File: config.mk
export PLATFORM = sky130hd
export DESIGN_NAME = eth_rx_framer
export DESIGN_NICKNAME = d
export VERILOG_FILES = /design/src/rtl/eth_rx_framer.sv
export SDC_FILE = /design/constraint.sdc
export NUM_CORES = 1
export LEC_CHECK = 0
export CAP_MARGIN = 20
export CORE_UTILIZATION = 45
export CTS_BUF_LIST = sky130_fd_sc_hd__clkbuf_8
export DETAILED_ROUTE_END_ITERATION = 6
export GPL_ROUTABILITY_DRIVEN = 0
export HOLD_SLACK_MARGIN = 0.12
export PLACE_DENSITY_LB_ADDON = 0.08
export SLEW_MARGIN = 20
export SYNTH_ARGS = -nofsm -noshare
export SYNTH_HDL_FRONTEND = slang
export SYNTH_SLANG_ARGS = --single-unit
File: constraint.sdc
create_clock -name sck -period 1.75 [get_ports sck]
set_input_delay 0.4375 -clock sck [delete_from_list [all_inputs] [get_ports sck]]
set_output_delay 0.4375 -clock sck [all_outputs]
set_load 0.005 [all_outputs]
File: src/rtl/eth_rx_framer.sv
`timescale 1ns/1ps
`default_nettype none
// ============================================================================
//  Module   : eth_rx_framer
//  Purpose  : Serial-to-byte frame receiver that writes bytes into an
//             external buffer with an active-low strobe, and reports frame
//             length and overflow status.
//  Revision : 1.0  initial release
// ============================================================================
module eth_rx_framer #(
  parameter int ADDR_W     = 11,
  parameter int MAX_LEN    = 2048,
  parameter int MSB_FIRST  = 0,
  parameter int DOUBLE_BUF = 0
) (
  input  logic              sck,
  input  logic              n_rst,
  input  logic              mosi,
  input  logic              ena,
  output logic [7:0]        recv_d,
  output logic [ADDR_W-1:0] recv_a,
  output logic              recv_bank,
  output logic              n_recv_buf_we,
  output logic [ADDR_W:0]   frame_len,
  output logic              frame_done,
  output logic              overflow
);

  localparam logic [ADDR_W:0] c_max_len = (ADDR_W+1)'(MAX_LEN);

  typedef enum logic [1:0] {
    ST_IDLE = 2'd0,
    ST_RECV = 2'd1,
    ST_OVF  = 2'd2
  } state_t;

  state_t            state_q;
  logic [7:0]        shift_q;
  logic [7:0]        shift_d;
  logic [2:0]        bitcnt_q;
  logic [ADDR_W:0]   count_q;
  logic              pending_q;
  logic              w_byte_done;

  generate
    if (MSB_FIRST != 0) begin : g_msb_first
      assign shift_d = {shift_q[6:0], mosi};
    end else begin : g_lsb_first
      assign shift_d = {mosi, shift_q[7:1]};
    end
  endgenerate

  assign w_byte_done = (bitcnt_q == 3'd7);

  // Strobe covers only the low half of sck after a completing edge, so data
  // and address are already stable when it falls and still stable when it rises.
  assign n_recv_buf_we = ~(pending_q & ~sck & ena);

  always_ff @(posedge sck or negedge n_rst) begin
    if (!n_rst) begin
      state_q    <= ST_IDLE;
      shift_q    <= 8'd0;
      bitcnt_q   <= 3'd0;
      count_q    <= '0;
      pending_q  <= 1'b0;
      recv_d     <= 8'd0;
      recv_a     <= '0;
      recv_bank  <= 1'b0;
      frame_len  <= '0;
      frame_done <= 1'b0;
      overflow   <= 1'b0;
    end else begin
      pending_q  <= 1'b0;
      frame_done <= 1'b0;
      case (state_q)
        ST_IDLE: begin
          if (ena) begin
            state_q  <= ST_RECV;
            overflow <= 1'b0;
            shift_q  <= shift_d;
            bitcnt_q <= bitcnt_q + 3'd1;
          end
        end
        default: begin
          if (!ena) begin
            // Frame end: any partially shifted byte is dropped here.
            state_q  <= ST_IDLE;
            shift_q  <= 8'd0;
            bitcnt_q <= 3'd0;
            if (count_q != '0) begin
              frame_done <= 1'b1;
              frame_len  <= count_q;
              count_q    <= '0;
              if (DOUBLE_BUF != 0) begin
                recv_bank <= ~recv_bank;
              end
            end
          end else begin
            shift_q  <= shift_d;
            bitcnt_q <= bitcnt_q + 3'd1;
            if (w_byte_done) begin
              if ((state_q == ST_RECV) && (count_q < c_max_len)) begin
                recv_d    <= shift_d;
                recv_a    <= count_q[ADDR_W-1:0];
                count_q   <= count_q + 1'b1;
                pending_q <= 1'b1;
              end else begin
                state_q  <= ST_OVF;
                overflow <= 1'b1;
              end
            end
          end
        end
      endcase
    end
  end

endmodule
`default_nettype wire

Yosys cells after proc, flatten, opt, wreduce, memory -nomap -nowiden
Cells that the tools add are included.

Register bits: 59. Input port bits: 4. Output and inout bits: 35. Word-level logic and storage cells: 64.

Add/subtract/negate cells: 2. Order comparisons: 1. Equality and inequality tests: 8. Mux-type cells: 27. Bitwise gates (word level): 6. Reduce and logical (&&, ||, !) cells: 10.

Operators by type and width (number): $mux 12 (4); $mux 8 (3); $add 12x1->12 const B (1); $lt 12x12->1 const B (1); $mux 1 (12); $reduce_bool 12->1 (1); $mux 2 (5); $mux 3 (3); $reduce_and 3->1 (3); $reduce_and 4->1 (2); $ne 2x1->1 const B (3); $not 1->1 (4); $reduce_bool 2->1 (2); $add 3x1->3 const B (1); $eq 3x3->1 const B (1); $ne 3x1->1 const B (1); $ne 3x2->1 const B (1); $and 1x1->1 (2); $eq 2x1->1 const B (1); $logic_not 2->1 (1); $ne 2x2->1 const B (1); $logic_and 1x1->1 (1).

Depth between registers and ports, before layout
Gate-level depths: netlist of the first run.

Depth in word-level cells: 6. Mapped depth: 7. Mapped depth without buffers: 6.

==> results.txt, run 1 <==
The total inserted antenna cells came out at 0. Yosys instantiated no cell more often than dfrtp_1. The largest net degree at the start of global routing is 22.

The initial utilization of the core area, before any placement, comes to 0.475. The filler cell count is 396. Leaving out filler cells and counting taps, the final layout contains 368.

The global-route usage over all layers is 0.209. The sort of element at the start of the critical path is a flop. The die area is 0.00579 mm^2.

The detailed router's first-iteration violation count is 68. The power density over the cells came out at 910 mW/mm^2. The maximum fanout encountered on the critical timing path is 2. For this run, the number of Yosys warnings is 1. The clock-pin slew on the worst setup and hold paths is 0.06 ns. Clock skew on the completed layout was measured at 0.00888 ns. The placed wire-length estimate after detailed placement is 3.62 mm.

Of all cell types, the one taking the most synthesized area is dfrtp_1. After global routing, the most crowded layer is met2. The final-report max-slew violation count came out at 0. The DRC violations left is 0.

Summed over all cells, the static leakage comes to 2.00 nW. The number of buffers added on ports is 37. The critical path goes through clkdlybuf4s50_1.

The worst-case hold slack is 0.478 ns. The number of placed instances, taps included, is 338. For the pin with the worst max-slew slack, the measured transition is 0.641 ns. The met1 capacity usage during global routing came out at 0.283. The flow ran to the end, and the final reports show no timing, DRC or antenna violations. The class of the most critical setup path is flop to primary output.

Averaged over all synthesized cells, the footprint is 11.4 um^2. The number of global-route vias before repair came out at 1961. Setup violations remaining at the end of the flow were counted as 0.

Yosys attributes the largest share of cell area to dfrtp_1, mux2_1, nand2_1. Sorting the synthesized cells by how often they occur yields dfrtp_1, nand2_1, mux2_1. For this run, global-route usage on met2 was measured as 0.318.

The number of flops mapped to enable cells by yosys came out at 0. The fraction of final layout cells with drive strength greater than 1 is 0.295. The hold violation total from the final report is 0. Measured against its own limit, the worst slew margin works out to 0.570.

The die height came out at 76.1 um. The sequential area share after synthesis came out at 0.588. The area growth from synthesis to final layout is 45.1%.

In the final routed layout, each cell accounts on average for 15.5 um. The later pin in the worst-skew pair is clocked with a latency of 0.44 ns. The storage element area came out at 0.00145 mm^2. For this run, the slowest stage of the critical path takes 0.50 ns. The share of the clock period used by the worst path after layout is 0.991.

STA classifies the critical path endpoint as a primary output. The routed layout has 1960 vias. The number of buffer and inverter stages on the critical path came out at 1.

The first-pass GRT wire length is 9.38 mm. The dominant synthesized flop cell is dfrtp_1. TritonCTS built the clock tree. The number of standard-cell rows in the floorplan is 26.

During I/O placement, the number of pins put on the boundary was 39. Counting every net in the synthesized netlist gives 224. The placeable core area came out at 0.00520 mm^2. The worst endpoint required time came out at 1.31 ns. In this run, synthesis produced a sequential element count of 58.

Synthesis instantiated 41 different standard cells from the library. The largest vdd supply drop is 0.740 mV. The top achievable clock speed came out at 0.577 GHz.

The net count of the finished layout is 301. Of the post-synthesis cell area, the dominant cell type holds 0.588. The final period demand of the worst path came out at 1.73 ns. After detailed routing, the number of vias per cell comes to 5.33. The gate family responsible for the most delay along the worst path is buffers and inverters.

The number of antenna violations at the first check in global routing came out at 0. For met3 alone, demand over resource in global routing was 0.0455. The netlist area before placement is 0.00247 mm^2. Once detail routing completed, the nets flagged for antenna violations numbered 0. The tightest min-delay check is of the flop to flop type. The count of maximum capacitance violations is 0. The number of instances in the synthesized netlist is 216. The floorplan die width came out at 76.1 um. Before antenna repair, the detailed router went through 4 iterations. The total overflow left after global routing is 0.

The cell with the largest stage delay on the worst path is clkdlybuf4s50_1. The routed wire length came out at 5.72 mm. Setup repair after global routing could not meet its margin everywhere.

The multi-input combinational cell area came out at 0.00102 mm^2. The worst endpoint data arrival time came out at 1.30 ns. The fraction of registers with async set or reset after synthesis is 1.00.
## cell usage in the layout (no fill, tap or decap), drive strengths merged, types with 2 or more instances in the layout
| cell | n |
|---|---|
| nand3b | 2 |
| nand4 | 3 |
| a22o | 9 |
| a21oi | 6 |
| clkdlybuf4s50 | 16 |
| o21ai | 15 |
| and3 | 2 |
| dlymetal6s2s | 15 |
| dfrtp | 58 |
| clkbuf | 14 |
| ha | 4 |
| o41ai | 2 |
| a31oi | 2 |
| nor2 | 4 |
| o31a | 2 |
| nor4 | 2 |
| dlygate4sd2 | 4 |
| nand2 | 37 |
| nand3 | 5 |
| mux2 | 22 |
| buf | 41 |
| inv | 9 |
| o21a | 2 |
| nor3 | 3 |
| clkinv | 3 |
| o22ai | 2 |
## flip-flops by register name, summed over array words and instances (netlist names)
name / flops
overflow: 1
shift_q: 7
pending_q: 1
count_q: 12
frame_done: 1
recv_a: 11
bitcnt_q: 3
state_q: 2
frame_len: 12
recv_d: 8
## repair_timing
action	4_1_cts	5_1_grt
hold buffers	1	0
buffers inserted	1	9
setup endpoints to repair	19	38
pin swaps	0	2
gates cloned	0	1
resized for setup	11	37
hold endpoints to repair	17	0
## per-layer routing
layer  share of wire  wire length (um)
met1            0.47              2700
met2            0.48              2730
met3           0.036               208
met5               0                 0
met4           0.014                79
## power breakdown
part / internal, mW / switching, mW
Clock: 0.830 / 0.534
Sequential: 1.41 / 0.0465
Combinational: 0.252 / 0.189
Total: 2.49 / 0.769
## cell type report
class | count | area share
flip-flops and latches | 58 | 0.405
multi-input cells | 135 | 0.285
repair buffers | 77 | 0.210
clock buffers | 14 | 0.0513
well taps | 70 | 0.0244
clock inverters | 5 | 0.0147
inverters | 9 | 0.00943
## per-stage QoR
| step | worst slack (ns) | cell area (um^2) | TNS [ns] | power, mW | utilization |
|---|---|---|---|---|---|
| after floorplan | 0.0125 | 2480 | 0 | 1.64 | - |
| after global placement | -0.249 | 3110 | -10.07 | 1.84 | 0.598 |
| after detailed placement | -0.287 | 3110 | -11.82 | 1.85 | 0.598 |
| after CTS | 0.000102 | 3360 | 0 | 3.21 | 0.646 |
| after global routing | -0.0574 | 3580 | -0.350 | 3.41 | 0.688 |
| final | 0.0165 | 3580 | 0 | 3.26 | 0.688 |
## path summary, 6_finish.rpt
path | startpoint | cells past startpoint | slack, ns | to
min | recv_a[0] | 2 | 0.48 | recv_a[0]
max | overflow | 1 | 0.02 | overflow
min in group asynchronous | n_rst | 2 | 0.50 | recv_d[7]
max in group asynchronous | n_rst | 3 | 0.77 | recv_d[1]
max reg2reg | count_q[1] | 7 | 0.02 | frame_len[10]
min reg2reg | recv_a[0] | 2 | 0.48 | recv_a[0]
## cell families (layout without fill, tap and decap cells)
group,count (synthesis),in the layout,share of synthesized area
flip-flops,58,58,0.588
other,1,1,0.00152
multiplexers,23,23,0.104
adder cells (fa/ha/maj),4,4,0.0203
AO/OA/AOI/OAI,43,43,0.115
buffers and inverters,23,105,0.0431
AND/OR/NAND/NOR,64,64,0.128
Power figures use the tool's default switching activity.
==> run 2: changes to the inputs <==
CTS_CLUSTER_SIZE = 30   (was unset)
==> results of run 2 <==
Final layout, timing and power as in run 1 (identical DEF).
==> run 3: changes to the inputs <==
MAX_ROUTING_LAYER = met4   (was unset)
SLEW_MARGIN = 30   (was 20)
==> results.txt, run 3 (synthesis results as in run 1) <==
Run status: finished, final reports clean (unchanged). Leading cell types in the layout, fill and taps excluded: dfrtp_1, nand2_1, buf_4, clkdlybuf4s50_1, dlymetal6s2s_1 (unchanged). The top achievable clock speed was 0.577 GHz (about the same). The power after layout is 3.27 mW (was 3.26 mW). The floorplan die width is 76.1 um (unchanged).

The final layout net count came to 301 (unchanged). The fraction of final layout cells with drive strength greater than 1 was 0.295 (unchanged). The number of buffer and inverter stages on the critical path is 1 (unchanged). The final period demand of the worst path is 1.73 ns (about the same). The initial core utilization was 0.475 (unchanged).

The filler cell count is 396 (unchanged). The CTS tree is done (unchanged). The worst endpoint data arrival time is 1.29 ns (was 1.30 ns). The worst slew slack as a fraction of its limit is 0.572 (was 0.570). The end-of-flow core utilization is 0.688 (unchanged). The detailed router's first-iteration violation count is 66 (was 68).

The number of global-route vias before repair is 1953 (was 1961). The most frequent standard cell in the layout excluding fill and tap cells is dfrtp_1 (unchanged). The DRC violations left is 0 (unchanged). The length of the first detailed-routing pass in iterations came out at 4 (unchanged). The ratio of routed vias to standard cells came to 5.33 (about the same). The storage element area came out at 0.00145 mm^2 (unchanged). The placed wire-length estimate after detailed placement is 3.62 mm (unchanged). The largest vdd supply drop is 0.747 mV (was 0.740 mV). Regs by FF count: count_q: 12 flops, frame_len: 12 flops, recv_a: 11 flops (unchanged). The later-pin clock latency in the skew report came to 0.44 ns (about the same). The worst endpoint required time came out at 1.31 ns (about the same).

The total of endpoints with negative setup slack in the final report came out at 0 (unchanged). The class of the most critical setup path is flop to primary output (unchanged). The source of the critical timing path is overflow (unchanged). The largest net degree at the start of global routing came out at 22 (unchanged). The number of buffers added on ports was 37 (unchanged). RSZ-0062 raised after global routing: true (unchanged). The number of I/O pins came to 39 (unchanged). The die area was 0.00579 mm^2 (unchanged). The total inserted antenna cells is 0 (unchanged). The placeable core area came out at 0.00520 mm^2 (unchanged). The launching point of the worst reg2reg path is bitcnt_q[0] (was count_q[1]). The number of antenna violations at the first check in global routing came out at 0 (unchanged). The sum of negative setup slack is 0 ns (unchanged). The launch point of the worst hold path is recv_a[0] (unchanged). The cell with the largest stage delay on the worst path is clkdlybuf4s50_1 (unchanged).

The sort of element at the start of the critical path is a flop (unchanged). The clock skew came to 0.0127 ns (was 0.00888 ns). The global-route usage over all layers is 0.216 (was 0.209). The path category of the worst min-delay check was flop to flop (unchanged). The power density over the cells came out at 912 mW/mm^2 (was 910 mW/mm^2). The endpoint kind of the worst setup timing path is a primary output (unchanged). The longest individual stage delay on the worst path is 0.50 ns (about the same). The residual overflow from global routing came out at 0 (unchanged).

Crit-path cells: clkdlybuf4s50_1 (unchanged). The hold violation total from the final report came to 0 (unchanged). The die height came to 76.1 um (unchanged). The final-report max-slew violation count is 0 (unchanged). The area growth from synthesis to final layout was 45.1% (unchanged). The count of maximum capacitance violations is 0 (unchanged).

The clock-pin slew on the worst setup and hold paths came out at 0.07 ns (was 0.06 ns). The count of antenna-violating nets left after detailed routing is 0 (unchanged). The leakage power is 2.00 nW (unchanged). The actual transition at the worst max-transition pin was 0.639 ns (was 0.641 ns). The detailed-route wire length per cell came out at 15.6 um (was 15.5 um). The gate family responsible for the most delay along the worst path is buffers and inverters (unchanged). The count of vias placed by the detailed router came to 1961 (was 1960). The first-pass GRT wire length came out at 9.41 mm (was 9.38 mm). The reg2reg setup slack came out at 0.02 ns (about the same). The maximum fanout encountered on the critical timing path came out at 2 (unchanged). The multi-input combinational cell area is 0.00102 mm^2 (unchanged). The number of standard-cell rows in the floorplan is 26 (unchanged). The share of the clock period used by the worst path after layout is 0.990 (was 0.991). The routed wire length was 5.75 mm (was 5.72 mm).
run 3: cell counts in the layout (fill, tap and decap cells not counted):
Identical to the previous run, type by type.
run 3: stage by stage:
step / hold WS [ns] / setup WS (ns) / cells / instance area, um^2
floorplan: 0.142 / 0.0125 / 216 / 2480
global placement: 0.417 / -0.249 / 338 / 3110
detailed placement: 0.424 / -0.287 / 338 / 3110
CTS: 0.477 / 0.000102 / 358 / 3360
global route: 0.502 / -0.0573 / 368 / 3580
finish: 0.479 / 0.0177 / 368 / 3580
run 3: path summary, 6_finish.rpt:
kind                                    to  cells past startpoint
worst max-delay path              overflow                      1
worst min-delay path             recv_a[0]                      2
worst max register to register  count_q[0]                      7
worst min register to register   recv_a[0]                      2
max in group asynchronous        recv_d[1]                      3
min in group asynchronous        recv_d[7]                      2
run 3: per-layer routing:
layer / part of all wire / track usage
met4: 0.014 / 0.108
met3: 0.034 / 0.0455
met2: 0.48 / 0.316
met5: 0 / -
met1: 0.47 / 0.286
run 3: layout make-up:
type | count | share of cell area
clock inverter | 5 | 0.0147
clock buffer | 14 | 0.0513
sequential | 58 | 0.405
multi-input combinational | 135 | 0.285
timing repair buffer | 77 | 0.210
tap | 70 | 0.0244
inverter | 9 | 0.00943
run 3: repair_timing:
item / 4_1_cts / 5_1_grt
pin swaps: 0 / 2
setup endpoints to repair: 19 / 38
endpoints found under the hold margin: 17 / 0
resized for setup: 11 / 37
cloned: 0 / 1
hold buffers: 1 / 0
buffers inserted: 1 / 9
run 3: where the power goes:
part | leakage (nW) | internal [mW] | switching [mW]
sequential | 0.799 | 1.41 | 0.0464
combinational | 1.08 | 0.252 | 0.189
clock | 0.122 | 0.830 | 0.540
